`config.mk`:
```
export PLATFORM = sky130hd
export DESIGN_NAME = branch_resolve_unit_flat
export DESIGN_NICKNAME = d
export VERILOG_FILES = /design/src/rtl/branch_resolve_unit_pkg.sv /design/src/rtl/branch_resolve_unit_if.sv /design/src/rtl/branch_resolve_unit_hazard_detect.sv /design/src/rtl/branch_resolve_unit.sv /design/src/flat_wrapper.sv
export SDC_FILE = /design/constraint.sdc
export NUM_CORES = 1
export LEC_CHECK = 0
export BUFFER_PORTS_ARGS = -buffer_cell sky130_fd_sc_hd__buf_2
export CORE_UTILIZATION = 55
export CTS_BUF_LIST = sky130_fd_sc_hd__clkbuf_2
export DETAILED_ROUTE_END_ITERATION = 8
export PLACE_DENSITY_LB_ADDON = 0.3
export SLEW_MARGIN = 20
export SYNTH_ARGS = -nofsm -noshare
export SYNTH_HDL_FRONTEND = slang
export SYNTH_SLANG_ARGS = --single-unit
```
`constraint.sdc`:
```
create_clock -name clock -period 8.4 [get_ports clock]
set_input_delay 0.42 -clock clock [delete_from_list [all_inputs] [get_ports clock]]
set_output_delay 0.42 -clock clock [all_outputs]
set_load 0.05 [all_outputs]
```
`src/rtl/branch_resolve_unit_pkg.sv`:
```
// Shared types and constants for the ID-stage branch resolve unit.
package branch_resolve_unit_pkg;

    // Branch controller states: free-running, waiting on operands, deferred resolve.
    typedef enum logic [1:0] {
        IDLE    = 2'd0,
        STALL   = 2'd1,
        RESOLVE = 2'd2
    } state_t;

    localparam int                REG_W     = 5;
    localparam logic [REG_W-1:0]  REG_ZERO  = '0;
    localparam int                BR_SHIFT  = 2;

endpackage

```
`src/rtl/branch_resolve_unit_if.sv`:
```
// Signal bundle between the ID stage / pipeline control and the branch resolve unit.
interface branch_resolve_unit_if #(
    parameter int CNT_W = 32
);
    import branch_resolve_unit_pkg::*;

    logic              id_valid;
    logic              id_is_beq;
    logic              id_is_bne;
    logic [31:0]       id_pc_plus4;
    logic [15:0]       id_imm16;
    logic [REG_W-1:0]  id_rs;
    logic [REG_W-1:0]  id_rt;
    logic              equal_in;
    logic              ex_reg_write;
    logic              ex_mem_read;
    logic [REG_W-1:0]  ex_rd;
    logic              mem_mem_read;
    logic [REG_W-1:0]  mem_rd;

    logic              pc_src;
    logic [31:0]       branch_target;
    logic              if_id_flush;
    logic              pc_write;
    logic              if_id_write;
    logic              id_ex_bubble;
    logic [CNT_W-1:0]  branch_count;
    logic [CNT_W-1:0]  taken_count;

    // Pipeline side: presents the ID/EX/MEM fields, consumes the control outputs.
    modport master (
        output id_valid, id_is_beq, id_is_bne, id_pc_plus4, id_imm16, id_rs, id_rt,
               equal_in, ex_reg_write, ex_mem_read, ex_rd, mem_mem_read, mem_rd,
        input  pc_src, branch_target, if_id_flush, pc_write, if_id_write, id_ex_bubble,
               branch_count, taken_count
    );

    // Resolve unit side.
    modport slave (
        input  id_valid, id_is_beq, id_is_bne, id_pc_plus4, id_imm16, id_rs, id_rt,
               equal_in, ex_reg_write, ex_mem_read, ex_rd, mem_mem_read, mem_rd,
        output pc_src, branch_target, if_id_flush, pc_write, if_id_write, id_ex_bubble,
               branch_count, taken_count
    );

endinterface

```
`src/rtl/branch_resolve_unit_hazard_detect.sv`:
```
// Combinational count of stall cycles a branch needs before its operands are forwardable.
module branch_hazard_detect
    import branch_resolve_unit_pkg::*;
#(
    parameter int LOAD_EX_STALLS = 2
) (
    input  logic [REG_W-1:0] i_rs,
    input  logic [REG_W-1:0] i_rt,
    input  logic             i_ex_reg_write,
    input  logic             i_ex_mem_read,
    input  logic [REG_W-1:0] i_ex_rd,
    input  logic             i_mem_mem_read,
    input  logic [REG_W-1:0] i_mem_rd,
    output logic [1:0]       o_need
);

    // Stall cycles required by one source register; $zero never matches.
    function automatic logic [1:0] src_need(
        input logic [REG_W-1:0] src,
        input logic             ex_write,
        input logic             ex_load,
        input logic [REG_W-1:0] ex_rd,
        input logic             mem_load,
        input logic [REG_W-1:0] mem_rd
    );
        logic       ex_hit;
        logic       mem_hit;
        logic [1:0] n;
        ex_hit  = (src == ex_rd)  && (src != REG_ZERO);
        mem_hit = (src == mem_rd) && (src != REG_ZERO);
        n = 2'd0;
        if (mem_hit && mem_load)             n = 2'd1;
        if (ex_hit && ex_write && !ex_load)  n = 2'd1;
        if (ex_hit && ex_load)               n = 2'(LOAD_EX_STALLS);
        return n;
    endfunction

    logic [1:0] w_need_rs;
    logic [1:0] w_need_rt;

    // Take the worse of the two operands.
    always_comb begin
        w_need_rs = src_need(i_rs, i_ex_reg_write, i_ex_mem_read, i_ex_rd, i_mem_mem_read, i_mem_rd);
        w_need_rt = src_need(i_rt, i_ex_reg_write, i_ex_mem_read, i_ex_rd, i_mem_mem_read, i_mem_rd);
        o_need    = (w_need_rs > w_need_rt) ? w_need_rs : w_need_rt;
    end

endmodule

```
`src/rtl/branch_resolve_unit.sv`:
```
// ID-stage beq/bne resolution, operand-hazard stall control and branch statistics.
module branch_resolve_unit
    import branch_resolve_unit_pkg::*;
#(
    parameter int CNT_W          = 32,
    parameter int LOAD_EX_STALLS = 2
) (
    input  logic                  clock,
    input  logic                  reset_n,
    branch_resolve_unit_if.slave  bus
);

    state_t            r_state;
    state_t            w_state_n;
    logic [1:0]        r_cnt;
    logic [1:0]        w_cnt_n;
    logic [CNT_W-1:0]  r_branch_count;
    logic [CNT_W-1:0]  r_taken_count;

    logic [1:0]        w_need;
    logic              w_is_br;
    logic              w_taken;
    logic              w_resolve;
    logic              w_stall;
    logic              w_resolve_q;
    logic              w_stall_q;

    branch_hazard_detect #(
        .LOAD_EX_STALLS (LOAD_EX_STALLS)
    ) u_hazard (
        .i_rs           (bus.id_rs),
        .i_rt           (bus.id_rt),
        .i_ex_reg_write (bus.ex_reg_write),
        .i_ex_mem_read  (bus.ex_mem_read),
        .i_ex_rd        (bus.ex_rd),
        .i_mem_mem_read (bus.mem_mem_read),
        .i_mem_rd       (bus.mem_rd),
        .o_need         (w_need)
    );

    assign w_is_br = bus.id_valid & (bus.id_is_beq | bus.id_is_bne);
    // beq wins if both decode flags are set.
    assign w_taken = bus.id_is_beq ? bus.equal_in : (bus.id_is_bne & ~bus.equal_in);

    // Next-state, stall-counter and resolve/stall decisions.
    always_comb begin
        // NOTE: every signal gets a default before the case so no path leaves it unassigned (no latch).
        w_state_n = r_state;
        w_cnt_n   = r_cnt;
        w_resolve = 1'b0;
        w_stall   = 1'b0;
        case (r_state)
            IDLE: begin
                if (w_is_br) begin
                    if (w_need == 2'd0) begin
                        w_resolve = 1'b1;
                    end else begin
                        w_stall   = 1'b1;
                        w_cnt_n   = w_need - 2'd1;
                        w_state_n = (w_need > 2'd1) ? STALL : RESOLVE;
                    end
                end
            end
            STALL: begin
                if (!bus.id_valid) begin
                    w_state_n = IDLE;
                    w_cnt_n   = 2'd0;
                end else begin
                    w_stall = 1'b1;
                    if (r_cnt == 2'd1) w_state_n = RESOLVE;
                    else               w_cnt_n   = r_cnt - 2'd1;
                end
            end
            RESOLVE: begin
                w_state_n = IDLE;
                w_resolve = bus.id_valid;
            end
            default: w_state_n = IDLE;
        endcase
    end

    // Outputs fall back to their reset values while reset is held, without waiting for a clock.
    assign w_resolve_q = w_resolve & reset_n;
    assign w_stall_q   = w_stall & reset_n;

    // State, stall counter and saturating statistics.
    always_ff @(posedge clock or negedge reset_n) begin
        if (!reset_n) begin
            r_state        <= IDLE;
            r_cnt          <= 2'd0;
            r_branch_count <= '0;
            r_taken_count  <= '0;
        end else begin
            // NOTE: non-blocking assignments so all registers update from pre-edge values.
            r_state <= w_state_n;
            r_cnt   <= w_cnt_n;
            if (w_resolve_q) begin
                if (r_branch_count != '1)           r_branch_count <= r_branch_count + CNT_W'(1);
                if (w_taken && r_taken_count != '1) r_taken_count  <= r_taken_count + CNT_W'(1);
            end
        end
    end

    assign bus.branch_target = bus.id_pc_plus4
                             + ({{16{bus.id_imm16[15]}}, bus.id_imm16} << BR_SHIFT);
    assign bus.pc_src        = w_resolve_q & w_taken;
    assign bus.if_id_flush   = w_resolve_q & w_taken;
    assign bus.pc_write      = ~w_stall_q;
    assign bus.if_id_write   = ~w_stall_q;
    assign bus.id_ex_bubble  = w_stall_q;
    assign bus.branch_count  = r_branch_count;
    assign bus.taken_count   = r_taken_count;

endmodule

```
`src/flat_wrapper.sv`:
```
// flat-port wrapper written by rule: the top's interface ports become plain ports
module branch_resolve_unit_flat import branch_resolve_unit_pkg::*;
#(
    parameter int CNT_W          = 32,
    parameter int LOAD_EX_STALLS = 2
)
  (clock, reset_n, bus_id_valid, bus_id_is_beq, bus_id_is_bne, bus_id_pc_plus4, bus_id_imm16, bus_id_rs, bus_id_rt, bus_equal_in, bus_ex_reg_write, bus_ex_mem_read, bus_ex_rd, bus_mem_mem_read, bus_mem_rd, bus_pc_src, bus_branch_target, bus_if_id_flush, bus_pc_write, bus_if_id_write, bus_id_ex_bubble, bus_branch_count, bus_taken_count);
  branch_resolve_unit_if #(.CNT_W(CNT_W)) bus_i ();
  input  logic clock;
  input  logic reset_n;
  input wire logic [$bits(bus_i.id_valid)-1:0] bus_id_valid;
  input wire logic [$bits(bus_i.id_is_beq)-1:0] bus_id_is_beq;
  input wire logic [$bits(bus_i.id_is_bne)-1:0] bus_id_is_bne;
  input wire logic [$bits(bus_i.id_pc_plus4)-1:0] bus_id_pc_plus4;
  input wire logic [$bits(bus_i.id_imm16)-1:0] bus_id_imm16;
  input wire logic [$bits(bus_i.id_rs)-1:0] bus_id_rs;
  input wire logic [$bits(bus_i.id_rt)-1:0] bus_id_rt;
  input wire logic [$bits(bus_i.equal_in)-1:0] bus_equal_in;
  input wire logic [$bits(bus_i.ex_reg_write)-1:0] bus_ex_reg_write;
  input wire logic [$bits(bus_i.ex_mem_read)-1:0] bus_ex_mem_read;
  input wire logic [$bits(bus_i.ex_rd)-1:0] bus_ex_rd;
  input wire logic [$bits(bus_i.mem_mem_read)-1:0] bus_mem_mem_read;
  input wire logic [$bits(bus_i.mem_rd)-1:0] bus_mem_rd;
  output wire logic [$bits(bus_i.pc_src)-1:0] bus_pc_src;
  output wire logic [$bits(bus_i.branch_target)-1:0] bus_branch_target;
  output wire logic [$bits(bus_i.if_id_flush)-1:0] bus_if_id_flush;
  output wire logic [$bits(bus_i.pc_write)-1:0] bus_pc_write;
  output wire logic [$bits(bus_i.if_id_write)-1:0] bus_if_id_write;
  output wire logic [$bits(bus_i.id_ex_bubble)-1:0] bus_id_ex_bubble;
  output wire logic [$bits(bus_i.branch_count)-1:0] bus_branch_count;
  output wire logic [$bits(bus_i.taken_count)-1:0] bus_taken_count;
  assign bus_i.id_valid = bus_id_valid;
  assign bus_i.id_is_beq = bus_id_is_beq;
  assign bus_i.id_is_bne = bus_id_is_bne;
  assign bus_i.id_pc_plus4 = bus_id_pc_plus4;
  assign bus_i.id_imm16 = bus_id_imm16;
  assign bus_i.id_rs = bus_id_rs;
  assign bus_i.id_rt = bus_id_rt;
  assign bus_i.equal_in = bus_equal_in;
  assign bus_i.ex_reg_write = bus_ex_reg_write;
  assign bus_i.ex_mem_read = bus_ex_mem_read;
  assign bus_i.ex_rd = bus_ex_rd;
  assign bus_i.mem_mem_read = bus_mem_mem_read;
  assign bus_i.mem_rd = bus_mem_rd;
  assign bus_pc_src = bus_i.pc_src;
  assign bus_branch_target = bus_i.branch_target;
  assign bus_if_id_flush = bus_i.if_id_flush;
  assign bus_pc_write = bus_i.pc_write;
  assign bus_if_id_write = bus_i.if_id_write;
  assign bus_id_ex_bubble = bus_i.id_ex_bubble;
  assign bus_branch_count = bus_i.branch_count;
  assign bus_taken_count = bus_i.taken_count;
  branch_resolve_unit #(.CNT_W(CNT_W), .LOAD_EX_STALLS(LOAD_EX_STALLS)) u_core (.clock(clock), .reset_n(reset_n), .bus(bus_i));
endmodule
```
Yosys cells after proc, flatten, opt, wreduce, memory -nomap -nowiden. Cells that the tools add are included.

Word-level logic and storage cells: 81. Register bits: 68. Input port bits: 77.

Bitwise operators: 8. Add/sub/neg operators: 5. $lt $le $gt $ge: 2. Reduce and logical (&&, ||, !) cells: 23. Equal/unequal tests: 13. Mux-type cells: 26.

Operators by type and width (count): 32-bit by 1-bit adder with 32-bit output, second input constant (2); 32-bit != test, second input constant (2); 32-bit adder (1); 2-bit 2-to-1 mux (14); 5-bit equality test (4); 1-bit logical AND (13); 5-bit nonzero test (2); 1-bit 2-to-1 mux (8); 2-bit one-hot mux with 2 select lines (2); 1-bit bitwise AND (5); 2-bit by 1-bit equality test with 1-bit output, second input constant (2); 2-bit zero test (2); 1-bit one-hot mux with 2 select lines (2); 2-bit AND reduction (2); 4-bit AND reduction (1); 2-bit by 1-bit subtractor with 2-bit output, second input constant (2); 3-bit by 2-bit != test with 1-bit output, second input constant (1); 3-bit != test, second input constant (1); 3-bit AND reduction (1); 2-bit equality test, second input constant (1); 2-bit by 1-bit > comparator with 1-bit output, second input constant (1); 2-bit > comparator (1); 2-bit by 1-bit != test with 1-bit output, second input constant (1); 2-bit != test, second input constant (1); 4 further kinds (5).

Longest topological paths before layout.
Word-level depth: 14. Depth in mapped cells: 19. Gate-level depth less buffers: 18.

By module. From an unflattened synthesis, not the netlist that was laid out.

Cell total of the unflattened synthesis: 628. Area, all modules: 5564.1 um^2.

Modules (own cells, without submodules): branch_resolve_unit (area each 5157.4 um^2, instances 1, cells an instance 570); branch_hazard_detect (area each 406.6 um^2, instances 1, cells an instance 58).

Worst setup path before layout. OpenSTA, ideal clock, no wires.

Kind: input to output. Start: in bus_id_rt[0]. End: out bus_id_ex_bubble. Required time: 7980 ps. Cell stages on the path: 17. Data arrival time: 3756 ps. Slack: 4224 ps. Buffers on the path: 0. Path through: or4_1 -> nor2_1 -> nor2_1 -> a32o_1 -> nand2_1 -> inv_1 -> ha_1 -> nand2b_1 -> o21ai_0 -> mux2_2 -> ha_1 -> inv_1 -> o211ai_1 -> nor2_1 -> a21oi_1 -> or3b_2 -> inv_1.

Cells in the longest elaborated chain, start to end: 13. Elaborated cells on any way between the ends: 19. Classes of those cells: order compare (1); eq/ne (2); mux (7); bitwise (1); reduce/logical (8).

RTL lines: start: declaration (line flat_wrapper.sv:17) `input wire logic [$bits(bus_i.id_rt)-1:0] bus_id_rt;`; 5-bit equality test (tied with other cells) (line branch_resolve_unit_hazard_detect.sv:30) `mem_hit = (src == mem_rd) && (src != REG_ZERO);`; 1-bit logical AND, on equally long branches (line branch_resolve_unit_hazard_detect.sv:30, branch_resolve_unit_hazard_detect.sv:29); 1-bit logical AND, on equally long branches (line branch_resolve_unit_hazard_detect.sv:32, branch_resolve_unit_hazard_detect.sv:33); 1-bit 2-to-1 mux / 1-bit logical AND (equally long branches) (line branch_resolve_unit_hazard_detect.sv:32, branch_resolve_unit_hazard_detect.sv:33); 2-bit 2-to-1 mux (line branch_resolve_unit_hazard_detect.sv:33) `if (ex_hit && ex_write && !ex_load) n = 2'd1;`; 2-bit 2-to-1 mux (*) (line branch_resolve_unit_hazard_detect.sv:34) `if (ex_hit && ex_load) n = 2'(LOAD_EX_STALLS);`; 2-bit > comparator (line branch_resolve_unit_hazard_detect.sv:45) `o_need = (w_need_rs > w_need_rt) ? w_need_rs : w_need_rt;`; 2-bit 2-to-1 mux (*) (line branch_resolve_unit_hazard_detect.sv:45); 2-bit zero test (*) (line branch_resolve_unit.sv:55) `if (w_need == 2'd0) begin`; 1-bit 2-to-1 mux (*) (line branch_resolve_unit.sv:55); 1-bit 2-to-1 mux (*) (line branch_resolve_unit.sv:54) `if (w_is_br) begin`; 1-bit one-hot mux with 2 select lines (*) (line branch_resolve_unit.sv:52) `case (r_state)`; 1-bit bitwise AND (*) (line branch_resolve_unit.sv:84) `assign w_stall_q = w_stall & reset_n;`; end: declaration (line flat_wrapper.sv:29) `output wire logic [$bits(bus_i.id_ex_bubble)-1:0] bus_id_ex_bubble;`.

Every way passes the cells marked *; elsewhere a longest branch is shown, timed or not.

Final worst setup path. Same ends and word-level chain as after synthesis.

==> impl_results.md <==
- Status: finished with violations
- Failing checks: design-rule violations
- Clk Latency, worst-skew pair: 500 ps
- Worst Hold Class: in2async
- HPWL after DPL: 9385 µm
- Initial antenna violation count: 0
- Fin util: a little over two thirds
- Total setup buffers inserted after CTS: 0
- Clock skew: 21.88 ps
- Post-synth ARST share: 100.0%
- Post-DR vias/cell: 5.676
- Layout area overhead: 21.05%
- Die height: 98.13 µm
- Vias in the first global route: roughly 4,400
- Worst-margin pin slew: roughly 860 ps
- Residual DRC: 10
- Tot GR Track Use: roughly a quarter
- Drt first pass iters: 7
- Placeable Area: 8848 µm²
- Clk buf depth: 2
- Setup Crit Path Kind: in2out
- H-tree levels: 3
- RSZ-0062 raised after global routing: no
- Setup violators final: 0
- Root Buffer: clkbuf_2
- Vias post-DR: 4,768
- Pin count of the biggest net entering global routing: 71
- Max Fclk: around 230 MHz
- Final instance area: 6152 µm²
- Ys flop type: dfrtp_1
- Post-CTS Resized: 0
- TritonCTS Buffers: 9
- Distinct cell type count after synthesis: between 50 and 60
- First-pass GRT wire length: between 15,000 and 20,000 µm
- Max-slew headroom at the worst pin: 42.67%
- DR iter-0 viols: 176
- DP Area: 6008 µm²
- CP required: 7980 ps
- Final period utilization: 51.44%
- Worst-path clk slew: 210 ps
- Die X: just under 100 µm
- Initial Util: between 50% and 60%
- Synth Instances: approximately 560
- Fillers: 728
- # nets final: 842
- Ports: between 150 and 200
- Post-Syn Area per Cell: 9.092 µm²
- Die Area: 9630 µm²
- CTS tree: yes
- Drt total wl: 12,040 µm
- Total leakage power: 0.003166 µW
- Inserted Diodes: 0
- Site Rows: 34
- TNS Setup: 0 ps
- Wirelength per Cell: roughly 14 µm
- Flops & latches, synth: 68
- Max Cap Viol: 0
- Layout cells sized above 1: 28.01%
- Total grt overflow: 0
- Post-synth EDFFs: 0
- Ys Warns: 0
- Clock sink total: slightly below 70
- DRT antenna net count: 0
- Slew Viols, Final: 0
- Sequential-to-total area share from yosys stat: 33.48%
- Peak VDD IR: around 0.21 mV
- Worst EP arrival: 3900 ps
- GPL Wtd Cong: just under 0.9
- Critical path startpoint category: input pin
- CTS Hold Bufs: 0
- Worst setup EP type: output pin
- Mapped Area: 5082 µm²
- CP Max Fanout: 3
- Port bufs: 173
- Cells on worst reg2reg path: 6
- PwrDens: about 180 nW/µm²
- Tmin final: about 4300 ps
- Post-Synthesis Net Count: 674
- Final hold vios: 0
==> flip-flops by register name, indices dropped and copies added (netlist names) <==
register	flops
u_core.bus.taken_count	32
u_core.r_state	2
u_core.r_cnt	2
u_core.bus.branch_count	32
==> worst paths after layout <==
kind                                                to  slack, ps                         from
hold reg to reg            u_core.bus.branch_count[21]        510  u_core.bus.branch_count[21]
min in group clock                   u_core.r_state[1]        300                 bus_id_valid
setup reg to reg           u_core.bus.branch_count[27]       5940            u_core.r_state[0]
hold / removal              u_core.bus.taken_count[21]         80                      reset_n
max in group asynchronous   u_core.bus.branch_count[5]       7750                      reset_n
setup / recovery                      bus_id_ex_bubble       4080                 bus_id_rt[0]
==> cells in the final DEF, fill, tap and decap left out, drive strengths merged, types with 4 or more instances in the layout <==
| master | instances |
|---|---|
| o21ai | 15 |
| inv | 18 |
| buf | 174 |
| clkbuf | 9 |
| and2 | 8 |
| a21oi | 34 |
| nand2b | 6 |
| ha | 37 |
| xnor2 | 78 |
| nor3 | 10 |
| and4 | 10 |
| nand4 | 22 |
| or4 | 4 |
| xor2 | 31 |
| and3 | 14 |
| nor2b | 5 |
| dfrtp | 68 |
| a21o | 17 |
| nand2 | 56 |
| nor2 | 33 |
| nand3 | 25 |
==> cells by family (layout without fill, tap and decap cells) <==
kind of cell,Yosys count,after routing,share of synthesized area (%)
and+or+nand+nor,202,202,20.68
xor gates and xnor gates,109,109,18.78
AOI/OAI and AO/OA,106,106,14.08
DFF,68,68,33.48
adders and majority gates,38,38,9.503
buffers and inverters,33,206,2.807
muxes,3,3,0.6646
==> critical path: stages <==
cell and delay, ps:
buf_2 120, or4_1 510, nor2_1 140, nor2_1 70
a32o_1 250, nand2_1 80, inv_1 40, ha_1 270
nand2b_1 60, o21ai_0 80, mux2_2 380, ha_1 230
inv_1 60, o211ai_1 120, nor2_1 190, a21oi_1 60
or3b_2 480, inv_1 70, buf_2 250
==> power breakdown <==
part	internal (µW)	total, µW	switching [µW]	leakage, µW
registers	355	390	34.9	0.000923
logic	141	480	339	0.00216
clock network	101	223	123	0.0000829
total	596	1090	497	0.00317
==> synthesized netlist by cell type (3+ instances only) <==
cell / n / area [µm²]
xnor2_1: 78 / 683.2
dfrtp_1: 68 / 1702
nand2_1: 56 / 210.2
ha_1: 37 / 462.9
a21oi_1: 34 / 170.2
nor2_1: 33 / 123.9
xor2_1: 31 / 271.5
nand3_1: 25 / 125.1
nand4_1: 22 / 137.6
a21o_1: 17 / 127.6
inv_1: 16 / 60.06
o21ai_0: 15 / 75.07
and3_1: 11 / 68.82
clkbuf_1: 10 / 37.54
nor3_1: 10 / 50.05
and4_1: 9 / 78.83
and2_1: 7 / 43.79
nand2b_1: 6 / 37.54
nor2b_1: 5 / 31.28
buf_4: 4 / 30.03
or4_1: 4 / 30.03
a211o_1: 3 / 26.28
a211oi_1: 3 / 22.52
a31oi_1: 3 / 18.77
buf_2: 3 / 15.01
mux2_2: 3 / 33.78
nor4_1: 3 / 18.77
o211ai_1: 3 / 22.52
==> cell type report <==
class	instances	area, µm²	share of cell area (%)
inverter	16	60.06	0.9762
clock inverter	7	98.84	1.607
timing repair buffer	174	873.3	14.20
clock buffer	9	45.04	0.7322
sequential	68	1702	27.66
multi-input combinational	458	3238	52.63
tap	108	135.1	2.196
==> per-layer routing <==
layer | vias up | track usage (%) | wire length, µm
met4 | 0 | 7.118 | 172
li1 | 2335 | - | -
met2 | 155 | 42.15 | 5844
met5 | - | 0 | 0
met3 | 21 | 4.366 | 649
met1 | 2257 | 33.27 | 5373
==> stage by stage <==
step | hold WS (ps) | setup WS (ps) | power (µW) | instances
after floorplan | 124.4 | 4224 | 750.7 | 559
after global placement | 470.3 | 4161 | 863.6 | 824
after detailed placement | 484.3 | 4038 | 874.5 | 824
after CTS | 77.12 | 4064 | 1101 | 840
after global routing | 103.1 | 3838 | 1151 | 840
final | 76.23 | 4079 | 1093 | 840
No activity file was read; power rests on OpenSTA's default activity.
